### src/rtl/ecc_secded_pkg.sv
`default_nettype none
// =============================================================================
// Module   : ecc_secded_pkg
// Brief    : Shared types and elaboration helpers for the SEC-DED decoder.
// Revision : 1.0  initial release
// =============================================================================
package ecc_secded_pkg;

    typedef enum logic [1:0] {
        CLEAN   = 2'b00,
        CE_DATA = 2'b01,
        CE_CHK  = 2'b10,
        UE      = 2'b11
    } ecc_status_e;

    // Smallest P with 2^P >= data_w + P + 1.
    function automatic int chk_bits(input int data_w);
        int p;
        p = 0;
        for (int k = 1; k <= 8; k++) begin
            if (p == 0 && (1 << k) >= data_w + k + 1) begin
                p = k;
            end
        end
        return p;
    endfunction

    // Code position of data bit idx: positions skip every power of two.
    function automatic int data_pos(input int idx);
        int p;
        int n;
        p = 0;
        n = 0;
        for (int k = 3; k < 128; k++) begin
            if ((k & (k - 1)) != 0) begin
                if (n == idx && p == 0) begin
                    p = k;
                end
                n++;
            end
        end
        return p;
    endfunction

    // Data bits covered by check bit bit_i.
    function automatic logic [63:0] chk_mask(input int data_w, input int bit_i);
        logic [63:0] m;
        m = '0;
        for (int j = 0; j < 64; j++) begin
            if (j < data_w && ((data_pos(j) >> bit_i) & 1) != 0) begin
                m[j] = 1'b1;
            end
        end
        return m;
    endfunction

endpackage
`default_nettype wire

### src/rtl/ecc_secded_pipe_if.sv
`default_nettype none
// =============================================================================
// Module   : ecc_secded_pipe_if
// Brief    : Input and output valid/ready streams of the SEC-DED decoder.
// Revision : 1.0  initial release
// =============================================================================
interface ecc_secded_pipe_if #(
    parameter int DATA_W = 32
);
    import ecc_secded_pkg::*;

    localparam int c_p = chk_bits(DATA_W);

    logic              chk_en;
    logic              in_valid;
    logic              in_ready;
    logic [DATA_W-1:0] in_data;
    logic [c_p:0]      in_chk;
    logic              out_valid;
    logic              out_ready;
    logic [DATA_W-1:0] out_data;
    logic [1:0]        out_status;
    logic [c_p-1:0]    out_syn;

    modport master (
        output chk_en, in_valid, in_data, in_chk, out_ready,
        input  in_ready, out_valid, out_data, out_status, out_syn
    );

    modport slave (
        input  chk_en, in_valid, in_data, in_chk, out_ready,
        output in_ready, out_valid, out_data, out_status, out_syn
    );

endinterface
`default_nettype wire

### src/rtl/ecc_syndrome_gen.sv
`default_nettype none
// =============================================================================
// Module   : ecc_syndrome_gen
// Brief    : Combinational Hamming check-bit and overall-parity generator.
// Revision : 1.0  initial release
// =============================================================================
module ecc_syndrome_gen
    import ecc_secded_pkg::*;
#(
    parameter  int DATA_W = 32,
    localparam int c_p    = chk_bits(DATA_W)
) (
    input  wire logic [DATA_W-1:0] i_data,
    output logic      [c_p-1:0]    o_chk,
    output logic                   o_par
);

    generate
        for (genvar i = 0; i < c_p; i++) begin : g_chk
            localparam logic [63:0] c_mask = chk_mask(DATA_W, i);
            assign o_chk[i] = ^(i_data & c_mask[DATA_W-1:0]);
        end
    endgenerate

    // Overall parity of the encoded word excluding the parity bit itself.
    assign o_par = (^i_data) ^ (^o_chk);

endmodule
`default_nettype wire

### src/rtl/ecc_secded_pipe.sv
`default_nettype none
// =============================================================================
// Module   : ecc_secded_pipe
// Brief    : Two-stage pipelined SEC-DED decoder with valid/ready streams.
//            Optional ECC_ERR_LOG_EN builds syndrome output and error counters.
// Revision : 1.0  initial release
// =============================================================================
module ecc_secded_pipe
    import ecc_secded_pkg::*;
#(
    parameter int DATA_W = 32,
    parameter int CNT_W  = 16
) (
    input  wire logic             clk,
    input  wire logic             rst,
    ecc_secded_pipe_if.slave      bus,
    input  wire logic             clr_cnt,
    output logic      [CNT_W-1:0] ce_cnt,
    output logic      [CNT_W-1:0] ue_cnt
);

    localparam int              c_p     = chk_bits(DATA_W);
    localparam logic [31:0]     c_n_pos = 32'(DATA_W + c_p);
    localparam logic [c_p-1:0]  c_one   = 1;

    logic [c_p-1:0]    w_gen_chk;
    logic              w_gen_par;
    logic [c_p-1:0]    w_syn;
    logic              w_q;
    logic              w_s2_adv;
    logic              w_s1_adv;
    logic              w_in_ready;
    logic [DATA_W-1:0] w_flip;
    logic              w_pow2;
    logic [31:0]       w_syn_ext;
    ecc_status_e       w_s2_status;

    logic              r_s1_valid;
    logic [DATA_W-1:0] r_s1_data;
    logic [c_p-1:0]    r_s1_syn;
    logic              r_s1_q;
    logic              r_s1_en;

    logic              r_out_valid;
    logic [DATA_W-1:0] r_out_data;
    ecc_status_e       r_out_status;

    // ---------------------------------------------------------------- stage 1
    ecc_syndrome_gen #(
        .DATA_W (DATA_W)
    ) u_syn_gen (
        .i_data (bus.in_data),
        .o_chk  (w_gen_chk),
        .o_par  (w_gen_par)
    );

    // q reduces to the parity of the whole received codeword.
    assign w_syn = w_gen_chk ^ bus.in_chk[c_p-1:0];
    assign w_q   = w_gen_par ^ bus.in_chk[c_p] ^ (^w_syn);

    assign w_s2_adv   = !r_out_valid || bus.out_ready;
    assign w_s1_adv   = w_s2_adv;
    assign w_in_ready = !r_s1_valid || w_s1_adv;
    assign bus.in_ready = w_in_ready;

    always_ff @(posedge clk or posedge rst) begin
        if (rst) begin
            r_s1_valid <= 1'b0;
            r_s1_data  <= '0;
            r_s1_syn   <= '0;
            r_s1_q     <= 1'b0;
            r_s1_en    <= 1'b0;
        end else if (w_in_ready) begin
            r_s1_valid <= bus.in_valid;
            if (bus.in_valid) begin
                r_s1_data <= bus.in_data;
                r_s1_syn  <= w_syn;
                r_s1_q    <= w_q;
                r_s1_en   <= bus.chk_en;
            end
        end
    end

    // ---------------------------------------------------------------- stage 2
    generate
        for (genvar j = 0; j < DATA_W; j++) begin : g_flip
            localparam int             c_pos_i = data_pos(j);
            localparam logic [c_p-1:0] c_pos   = c_pos_i[c_p-1:0];
            assign w_flip[j] = r_s1_en && r_s1_q && (r_s1_syn == c_pos);
        end
    endgenerate

    assign w_pow2    = ((r_s1_syn & (r_s1_syn - c_one)) == '0);
    assign w_syn_ext = {{(32 - c_p){1'b0}}, r_s1_syn};

    always_comb begin
        w_s2_status = CLEAN;
        if (r_s1_en) begin
            if (r_s1_syn == '0) begin
                w_s2_status = r_s1_q ? CE_CHK : CLEAN;
            end else if (!r_s1_q) begin
                w_s2_status = UE;
            end else if (w_pow2) begin
                w_s2_status = CE_CHK;
            end else if (w_syn_ext > c_n_pos) begin
                w_s2_status = UE;
            end else begin
                w_s2_status = CE_DATA;
            end
        end
    end

    always_ff @(posedge clk or posedge rst) begin
        if (rst) begin
            r_out_valid  <= 1'b0;
            r_out_data   <= '0;
            r_out_status <= CLEAN;
        end else if (w_s2_adv) begin
            r_out_valid <= r_s1_valid;
            if (r_s1_valid) begin
                r_out_data   <= r_s1_data ^ w_flip;
                r_out_status <= w_s2_status;
            end
        end
    end

    assign bus.out_valid  = r_out_valid;
    assign bus.out_data   = r_out_data;
    assign bus.out_status = r_out_status;

    // ------------------------------------------------------ error statistics
`ifdef ECC_ERR_LOG_EN
    localparam logic [CNT_W-1:0] c_cnt_max = '1;
    localparam logic [CNT_W-1:0] c_cnt_one = 1;

    logic             w_out_hs;
    logic [c_p-1:0]   r_out_syn;
    logic [CNT_W-1:0] r_ce_cnt;
    logic [CNT_W-1:0] r_ue_cnt;

    assign w_out_hs = r_out_valid && bus.out_ready;

    always_ff @(posedge clk or posedge rst) begin
        if (rst) begin
            r_out_syn <= '0;
        end else if (w_s2_adv && r_s1_valid) begin
            r_out_syn <= r_s1_en ? r_s1_syn : '0;
        end
    end

    // Clear has priority over a same-cycle increment.
    always_ff @(posedge clk or posedge rst) begin
        if (rst) begin
            r_ce_cnt <= '0;
            r_ue_cnt <= '0;
        end else if (clr_cnt) begin
            r_ce_cnt <= '0;
            r_ue_cnt <= '0;
        end else if (w_out_hs) begin
            if ((r_out_status == CE_DATA || r_out_status == CE_CHK) && r_ce_cnt != c_cnt_max) begin
                r_ce_cnt <= r_ce_cnt + c_cnt_one;
            end
            if (r_out_status == UE && r_ue_cnt != c_cnt_max) begin
                r_ue_cnt <= r_ue_cnt + c_cnt_one;
            end
        end
    end

    assign bus.out_syn = r_out_syn;
    assign ce_cnt      = r_ce_cnt;
    assign ue_cnt      = r_ue_cnt;
`else
    logic w_unused_clr;

    assign w_unused_clr = clr_cnt;
    assign bus.out_syn  = '0;
    assign ce_cnt       = '0;
    assign ue_cnt       = '0;
`endif

endmodule
`default_nettype wire
### src/flat_wrapper.sv
// flat-port wrapper written by rule: the top's interface ports become plain ports
module ecc_secded_pipe_flat import ecc_secded_pkg::*;
#(
    parameter int DATA_W = 32,
    parameter int CNT_W  = 16
)
  (clk, rst, clr_cnt, ce_cnt, ue_cnt, bus_chk_en, bus_in_valid, bus_in_data, bus_in_chk, bus_out_ready, bus_in_ready, bus_out_valid, bus_out_data, bus_out_status, bus_out_syn);
  ecc_secded_pipe_if #(.DATA_W(DATA_W)) bus_i ();
  input  wire logic clk;
  input  wire logic rst;
  input  wire logic clr_cnt;
  output logic      [CNT_W-1:0] ce_cnt;
  output logic      [CNT_W-1:0] ue_cnt;
  input wire logic [$bits(bus_i.chk_en)-1:0] bus_chk_en;
  input wire logic [$bits(bus_i.in_valid)-1:0] bus_in_valid;
  input wire logic [$bits(bus_i.in_data)-1:0] bus_in_data;
  input wire logic [$bits(bus_i.in_chk)-1:0] bus_in_chk;
  input wire logic [$bits(bus_i.out_ready)-1:0] bus_out_ready;
  output wire logic [$bits(bus_i.in_ready)-1:0] bus_in_ready;
  output wire logic [$bits(bus_i.out_valid)-1:0] bus_out_valid;
  output wire logic [$bits(bus_i.out_data)-1:0] bus_out_data;
  output wire logic [$bits(bus_i.out_status)-1:0] bus_out_status;
  output wire logic [$bits(bus_i.out_syn)-1:0] bus_out_syn;
  assign bus_i.chk_en = bus_chk_en;
  assign bus_i.in_valid = bus_in_valid;
  assign bus_i.in_data = bus_in_data;
  assign bus_i.in_chk = bus_in_chk;
  assign bus_i.out_ready = bus_out_ready;
  assign bus_in_ready = bus_i.in_ready;
  assign bus_out_valid = bus_i.out_valid;
  assign bus_out_data = bus_i.out_data;
  assign bus_out_status = bus_i.out_status;
  assign bus_out_syn = bus_i.out_syn;
  ecc_secded_pipe #(.DATA_W(DATA_W), .CNT_W(CNT_W)) u_core (.clk(clk), .rst(rst), .bus(bus_i), .clr_cnt(clr_cnt), .ce_cnt(ce_cnt), .ue_cnt(ue_cnt));
endmodule
### config.mk
export PLATFORM = sky130hd
export DESIGN_NAME = ecc_secded_pipe_flat
export DESIGN_NICKNAME = d
export VERILOG_FILES = /design/src/rtl/ecc_secded_pkg.sv /design/src/rtl/ecc_secded_pipe_if.sv /design/src/rtl/ecc_syndrome_gen.sv /design/src/rtl/ecc_secded_pipe.sv /design/src/flat_wrapper.sv
export SDC_FILE = /design/constraint.sdc
export NUM_CORES = 1
export LEC_CHECK = 0
export ABC_AREA = 1
export CAP_MARGIN = 10
export CORE_UTILIZATION = 47
export CTS_BUF_LIST = sky130_fd_sc_hd__clkbuf_8 sky130_fd_sc_hd__clkbuf_16
export CTS_CLUSTER_SIZE = 24
export DETAILED_ROUTE_END_ITERATION = 6
export PLACE_DENSITY_LB_ADDON = 0.3
export SETUP_SLACK_MARGIN = 0.1
export SLEW_MARGIN = 20
export SYNTH_ARGS = -nofsm -noshare
export SYNTH_HDL_FRONTEND = slang
export SYNTH_HIERARCHICAL = 1
export SYNTH_SLANG_ARGS = --single-unit
### constraint.sdc
create_clock -name clk -period 2.3 [get_ports clk]
set_clock_uncertainty 0.15 [all_clocks]
set_input_delay 0.23 -clock clk [delete_from_list [all_inputs] [get_ports clk]]
set_output_delay 0.23 -clock clk [all_outputs]
set_load 0.05 [all_outputs]
==> metrics.yaml <==
viasPerCell: 4.80
seq_area_frac_synth_pct: 34.5
hold_viol: 1
root_buffer: "clkbuf_16"
finalWorstSetupSlack_ps: 107
syn_area_um2: 5510
fin_crit_sh_pct: 95.3
worst_pin_slew_ps: 544
io_pins: 119
h-tree-depth: 3
min_path_type: "input pin to flip-flop"
diodes: 0
slew_viol_final: 0
setup_viol: 0
drc: 0
initial_core_util_pct: 48.2
nets: 1012
fin_setup_tns_ps: 0
crit_type: "input pin to flip-flop"
antenna_left: 0
rr_endpoint: "u_core/bus.out_data[18]"
gp_congestion: 0.891
powerDensity_nw_per_um2: 887
grt-ovfl-total: 0
grt_max_degree: 77
wl_per_cell_um: 12.6
design.core.area_um2: 11400
ys_warn_count: 6
arrival_ps: 2260
clock_insertion_delay_worst_skew_ps: 330
hpwlAfterDp_mm: 9.98
avgSynthCellArea_um2: 6.62
drt_iter0_drc: 294
crit_fanout: 5
clk_path_buf_depth: 2
cts_hold_buf: 0
placed_cells: 1088
place_ws_ps: -711
slowest_stage: "xnor2_1"
slowest_delay_ps: 240
path_clk_slew_ps: 50
min_from: "bus_in_data[25]"
seq_area_um2: 1900
tritoncts: "done"
vias: 5355
area_delta_synth_final_pct: 38.6
r2r_cells: 5
hold_depth: 3
rsz0062_at_grt: "true"
dr.pass1.iters: 6
io_buffers: 79
grt_pass1_vias: 4789
cp_common_cell: "nand2_1"
worst-endpoint-required_ps: 2370
max_freq_mhz: 456
cp-end-kind: "flip-flop"
synthCells: 832
fin_crit_ps: 2190
rows: 39
leakagePower_nw: 4.00
numCtsBuffers: 9
maxCapViolCount: 0
multi_input_area_um2: 3640
grt_pass1_wl_mm: 21.5
reg2reg_from: "u_core/r_s1_q"
drt-total-wl_mm: 14.1
whs_ps: -2.79
cp_cell_sequence: "buf_6, inv_4, nand2_4, nand2_4, nand2_2, nand3_2, nand2_1, nand2_2, nand2_4, buf_4, xor2_2, xnor2_1, nand3_2, nand2_2, xnor2_2, inv_1, nand2_1, nand2_1, inv_1, nand2_1, nand3_1, nand2_1"
antenna_found_initial: 0
n_fill_cell: 976
dieHeight_um: 110
reg2reg_slack_ps: 410
violations: "hold timing"
fp.dieW_um: 110
cts_sinks: 76
fin_cells: 1115
relSlewSlack_pct: 63.6
drive_above_1_share_pct: 31.0
grt.total_usage_pct: 23.1
die_area_um2: 12200
vdd_drop_max_v: 0.000778
utilization_pct: 66.9
yosysUniqueCellTypes: 29
min_delay_worst_endpoint: "u_core/r_s1_data[25]"
status: "finished, violations left"
ys_ff_latch: 76
startpoint_type: "input pin"
==> Yosys cell counts, drive strengths merged <==
| library cell | count | area share, % |
|---|---|---|
| nand2 | 430 | 30 |
| dfrtp | 76 | 35 |
| inv | 75 | 5.1 |
| nand3 | 52 | 4.7 |
| buf | 48 | 6.3 |
| xor2 | 46 | 7.9 |
| o21ai | 41 | 3.7 |
| nor2 | 26 | 2.0 |
| xnor2 | 18 | 3.7 |
| clkbuf | 11 | 0.75 |
| nand4 | 2 | 0.23 |
| nor3 | 2 | 0.59 |
| a21oi | 1 | 0.091 |
| clkinv | 1 | 0.068 |
| conb | 1 | 0.068 |
| nand3b | 1 | 0.14 |
| or2 | 1 | 0.11 |
==> how the worst max path moves through the flow <==
stage                          from            end
floorplan            bus_in_data[4]  u_core/r_s1_q
global placement    bus_in_data[17]  u_core/r_s1_q
detailed placement  bus_in_data[17]  u_core/r_s1_q
CTS                 bus_in_data[12]  u_core/r_s1_q
global route        bus_in_data[23]  u_core/r_s1_q
finish              bus_in_data[25]  u_core/r_s1_q
==> per-stage QoR <==
step / cell area (µm²) / total power [mW]
6_report: 7640 / 6.77
5_1_grt: 7640 / 7.19
4_1_cts: 7230 / 6.53
3_5_place_dp: 6720 / 4.91
3_3_place_gp: 6720 / 4.86
2_1_floorplan: 5700 / 4.01
==> cell type report <==
| type | count | share of cell area, % |
|---|---|---|
| Clock buffer | 12 | 3.49 |
| Clock inverter | 4 | 0.918 |
| Multi-Input combinational cell | 658 | 47.7 |
| Tap cell | 143 | 2.34 |
| Sequential cell | 76 | 24.9 |
| Inverter | 76 | 3.95 |
| Timing Repair Buffer | 146 | 16.7 |
==> cell usage in the layout (no fill, tap or decap), drive strengths merged <==
cell type,instances
bufinv,2
inv,74
nand3,52
clkinvlp,1
dlygate4sd2,1
or2,1
xor2,46
nand2,430
clkdlybuf4s50,46
nand3b,1
dfrtp,76
clkinv,3
o21ai,41
nor2,26
buf,92
xnor2,18
conb,38
clkbuf,19
a21oi,1
nand4,2
nor3,2
==> per-layer routing <==
metal / up-vias / wire [µm] / share of wire [%] / GRT usage, %
met5: - / 0 / 0 / 0
met4: 0 / 199 / 1.4 / 6.95
met3: 19 / 565 / 4.0 / 2.65
met2: 155 / 7130 / 51 / 40.9
met1: 2461 / 6160 / 44 / 29.5
li1: 2720 / - / - / -
==> cell families (layout without fill, tap and decap cells) <==
kind of cell    Yosys count  in the layout  synth area share, %
compound gates           42             42                 3.82
xor+xnor                 64             64                 11.5
buf+inv                 135            238                 12.2
flops                    76             76                 34.5
other cells               1             38               0.0681
simple gates            514            514                 37.9
==> worst max-delay path, delay by kind of cell <==
kind	cells	cell delay, ps
AND/OR/NAND/NOR	14	1020
buffers and inverters	5	450
XOR/XNOR	3	540
==> what timing repair did <==
action,in CTS,in global routing
setup buffers,6,5
pin swaps,33,79
endpoints found under the setup margin,2,1
gates resized for setup,138,186
==> registers in the layout, indices dropped and copies added, names as in the netlist <==
| name | cells |
|---|---|
| u_core/bus.out_data | 32 |
| u_core/r_s1_data | 32 |
| u_core/r_s1_syn | 6 |
| u_core/bus.out_status | 2 |
| u_core/bus.out_valid | 1 |
| u_core/r_s1_en | 1 |
| u_core/r_s1_q | 1 |
| u_core/r_s1_valid | 1 |
==> power breakdown <==
part / switching, mW / leakage (nW) / internal, mW
Combinational: 2.15 / 2.89 / 1.20
Clock: 0.506 / 0.169 / 1.03
Sequential: 0.232 / 0.939 / 1.65
(Power assumes the default switching activity.)
==> RTL edit: new RTL, same settings <==
`CNT_W` is set to 16 in 2 places; all go to 14.
--- a/src/rtl/ecc_secded_pipe.sv
+++ b/src/rtl/ecc_secded_pipe.sv
@@ -9,7 +9,7 @@
     import ecc_secded_pkg::*;
 #(
     parameter int DATA_W = 32,
-    parameter int CNT_W  = 16
+    parameter int CNT_W  = 14
 ) (
     input  wire logic             clk,
     input  wire logic             rst,
--- a/src/flat_wrapper.sv
+++ b/src/flat_wrapper.sv
@@ -2,7 +2,7 @@
 module ecc_secded_pipe_flat import ecc_secded_pkg::*;
 #(
     parameter int DATA_W = 32,
-    parameter int CNT_W  = 16
+    parameter int CNT_W  = 14
 )
   (clk, rst, clr_cnt, ce_cnt, ue_cnt, bus_chk_en, bus_in_valid, bus_in_data, bus_in_chk, bus_out_ready, bus_in_ready, bus_out_valid, bus_out_data, bus_out_status, bus_out_syn);
   ecc_secded_pipe_if #(.DATA_W(DATA_W)) bus_i ();
Ports: changed (resized ce_cnt and ue_cnt); port bits go from 119 to 115. The function was not compared with the original's and may differ.
==> RTL edit against the unedited design <==
Sequential power hardly changed; routed wire length down 2.0%; final area down 1.6%; cell count down 0.72%; worst setup slack got worse by 0.081 ns; global-route usage down 0.50 points; total power down 5.0%; sequential cell count unchanged; area after synthesis down 0.55%; critical endpoint unchanged.
==> RTL edit: results (changes against the unedited design) <==
- Area Overhead vs Synth: 37.09% (was 38.61%)
- WL per Instance: 12.44 um (was 12.60 um)
- Via/cell ratio: 4.783 (was 4.803)
- Bufs w/o clock: 144 (was 146)
- Mapped Cells: 828 (was 832)
- Pre-CTS WS: -0.6908 ns (was -0.7113 ns)
- GP Congestion: 0.8938 (was 0.8905)
- Clk power: 1.21 mW (was 1.54 mW)
- H-tree depth: 3 (unchanged)
- Crit. Startpoint: bus_in_data[7] (was bus_in_data[25])
- Hold endpoint: u_core/r_s1_data[24]$_DFFE_PP0P_ (was u_core/r_s1_data[25]$_DFFE_PP0P_)
- Worst EP arrival: 2.34 ns (was 2.26 ns)
- Top post-synthesis cells by area: dfrtp_1 35%, nand2_1 29%, xor2_1 6.7%, buf_4 4.9%, nand3_1 4.7% (was dfrtp_1 35%, nand2_1 29%, xor2_1 6.7%, buf_4 5.5%, nand3_1 4.7%)
- Status: completed (was finished, violations left)
- CP delay by family, top: simple AND/OR/NAND/NOR gates (unchanged)
- Least-Margin Pin Slew: 0.5759 ns (was 0.5438 ns)
- Slowest CP cell: xor2_1 (was xnor2_1)
- Via count: 5295 (was 5355)
- Layout cell share with drive strength beyond 1: 0.2894 (was 0.3097)
- Worst VDD drop: 0.6869 mV (was 0.7782 mV)
- Min-delay src: bus_in_data[24] (was bus_in_data[25])
- Fraction of area in non-clock buffers: 0.1666 (was 0.1668)
- Critical Path Fanout Max: 6 (was 5)
- Final clock-cell share: 0.03448 (was 0.04408)
- Leakage: 3.934 nW (was 3.998 nW)
- 1st-pass router iterations: 4 (was 6)
- Fmax: 439.8 MHz (was 456.1 MHz)
- Placed Cells: 1086 (was 1088)
- WHS: 0.004963 ns (was -0.002789 ns)
- Total GRT Usage: 0.2260 (was 0.2310)
- Number of global-route vias before repair: 4644 (was 4789)
- Clkbuf count: 10 (was 12)
- Sequential portion of the cell area: 0.2532 (was 0.2491)
- Flop pwr share: 0.293 (was 0.278)
- DP Wirelength: 9975 um (about the same)
- FILL cells: 1001 (was 976)
- Switch share: 0.4423 (was 0.4263)
- DRT iter0 DRCs: 264 (was 294)
- Slowest cell delay on critical path: 0.18 ns (was 0.24 ns)
[RTL edit: changes by cell type after synthesis, sizes merged]
cell and change:
buf -4
[RTL edit: timing repair]
item,4_1_cts,5_1_grt
setup buffers,5,2
hold buffers,0,0
gates resized for setup,124,180
gates cloned,0,0
setup endpoints to repair,2,1
pin swaps,37,87
[RTL edit: logic make-up after synthesis]
family | count (synthesis) | share of synthesized area
other | 1 | 0.0006844
flip-flops | 76 | 0.3471
AO/OA/AOI/OAI | 42 | 0.03836
buffers and inverters | 131 | 0.1171
XOR/XNOR | 64 | 0.1160
AND/OR/NAND/NOR | 514 | 0.3807
[RTL edit: routing by layer]
| layer | vias up | global-route usage | share of wire |
|---|---|---|---|
| met3 | 25 | 0.02646 | 0.039 |
| met1 | 2418 | 0.2955 | 0.45 |
| met4 | 0 | 0.06286 | 0.021 |
| li1 | 2712 | - | - |
| met2 | 140 | 0.3938 | 0.49 |
| met5 | - | 0 | 0 |
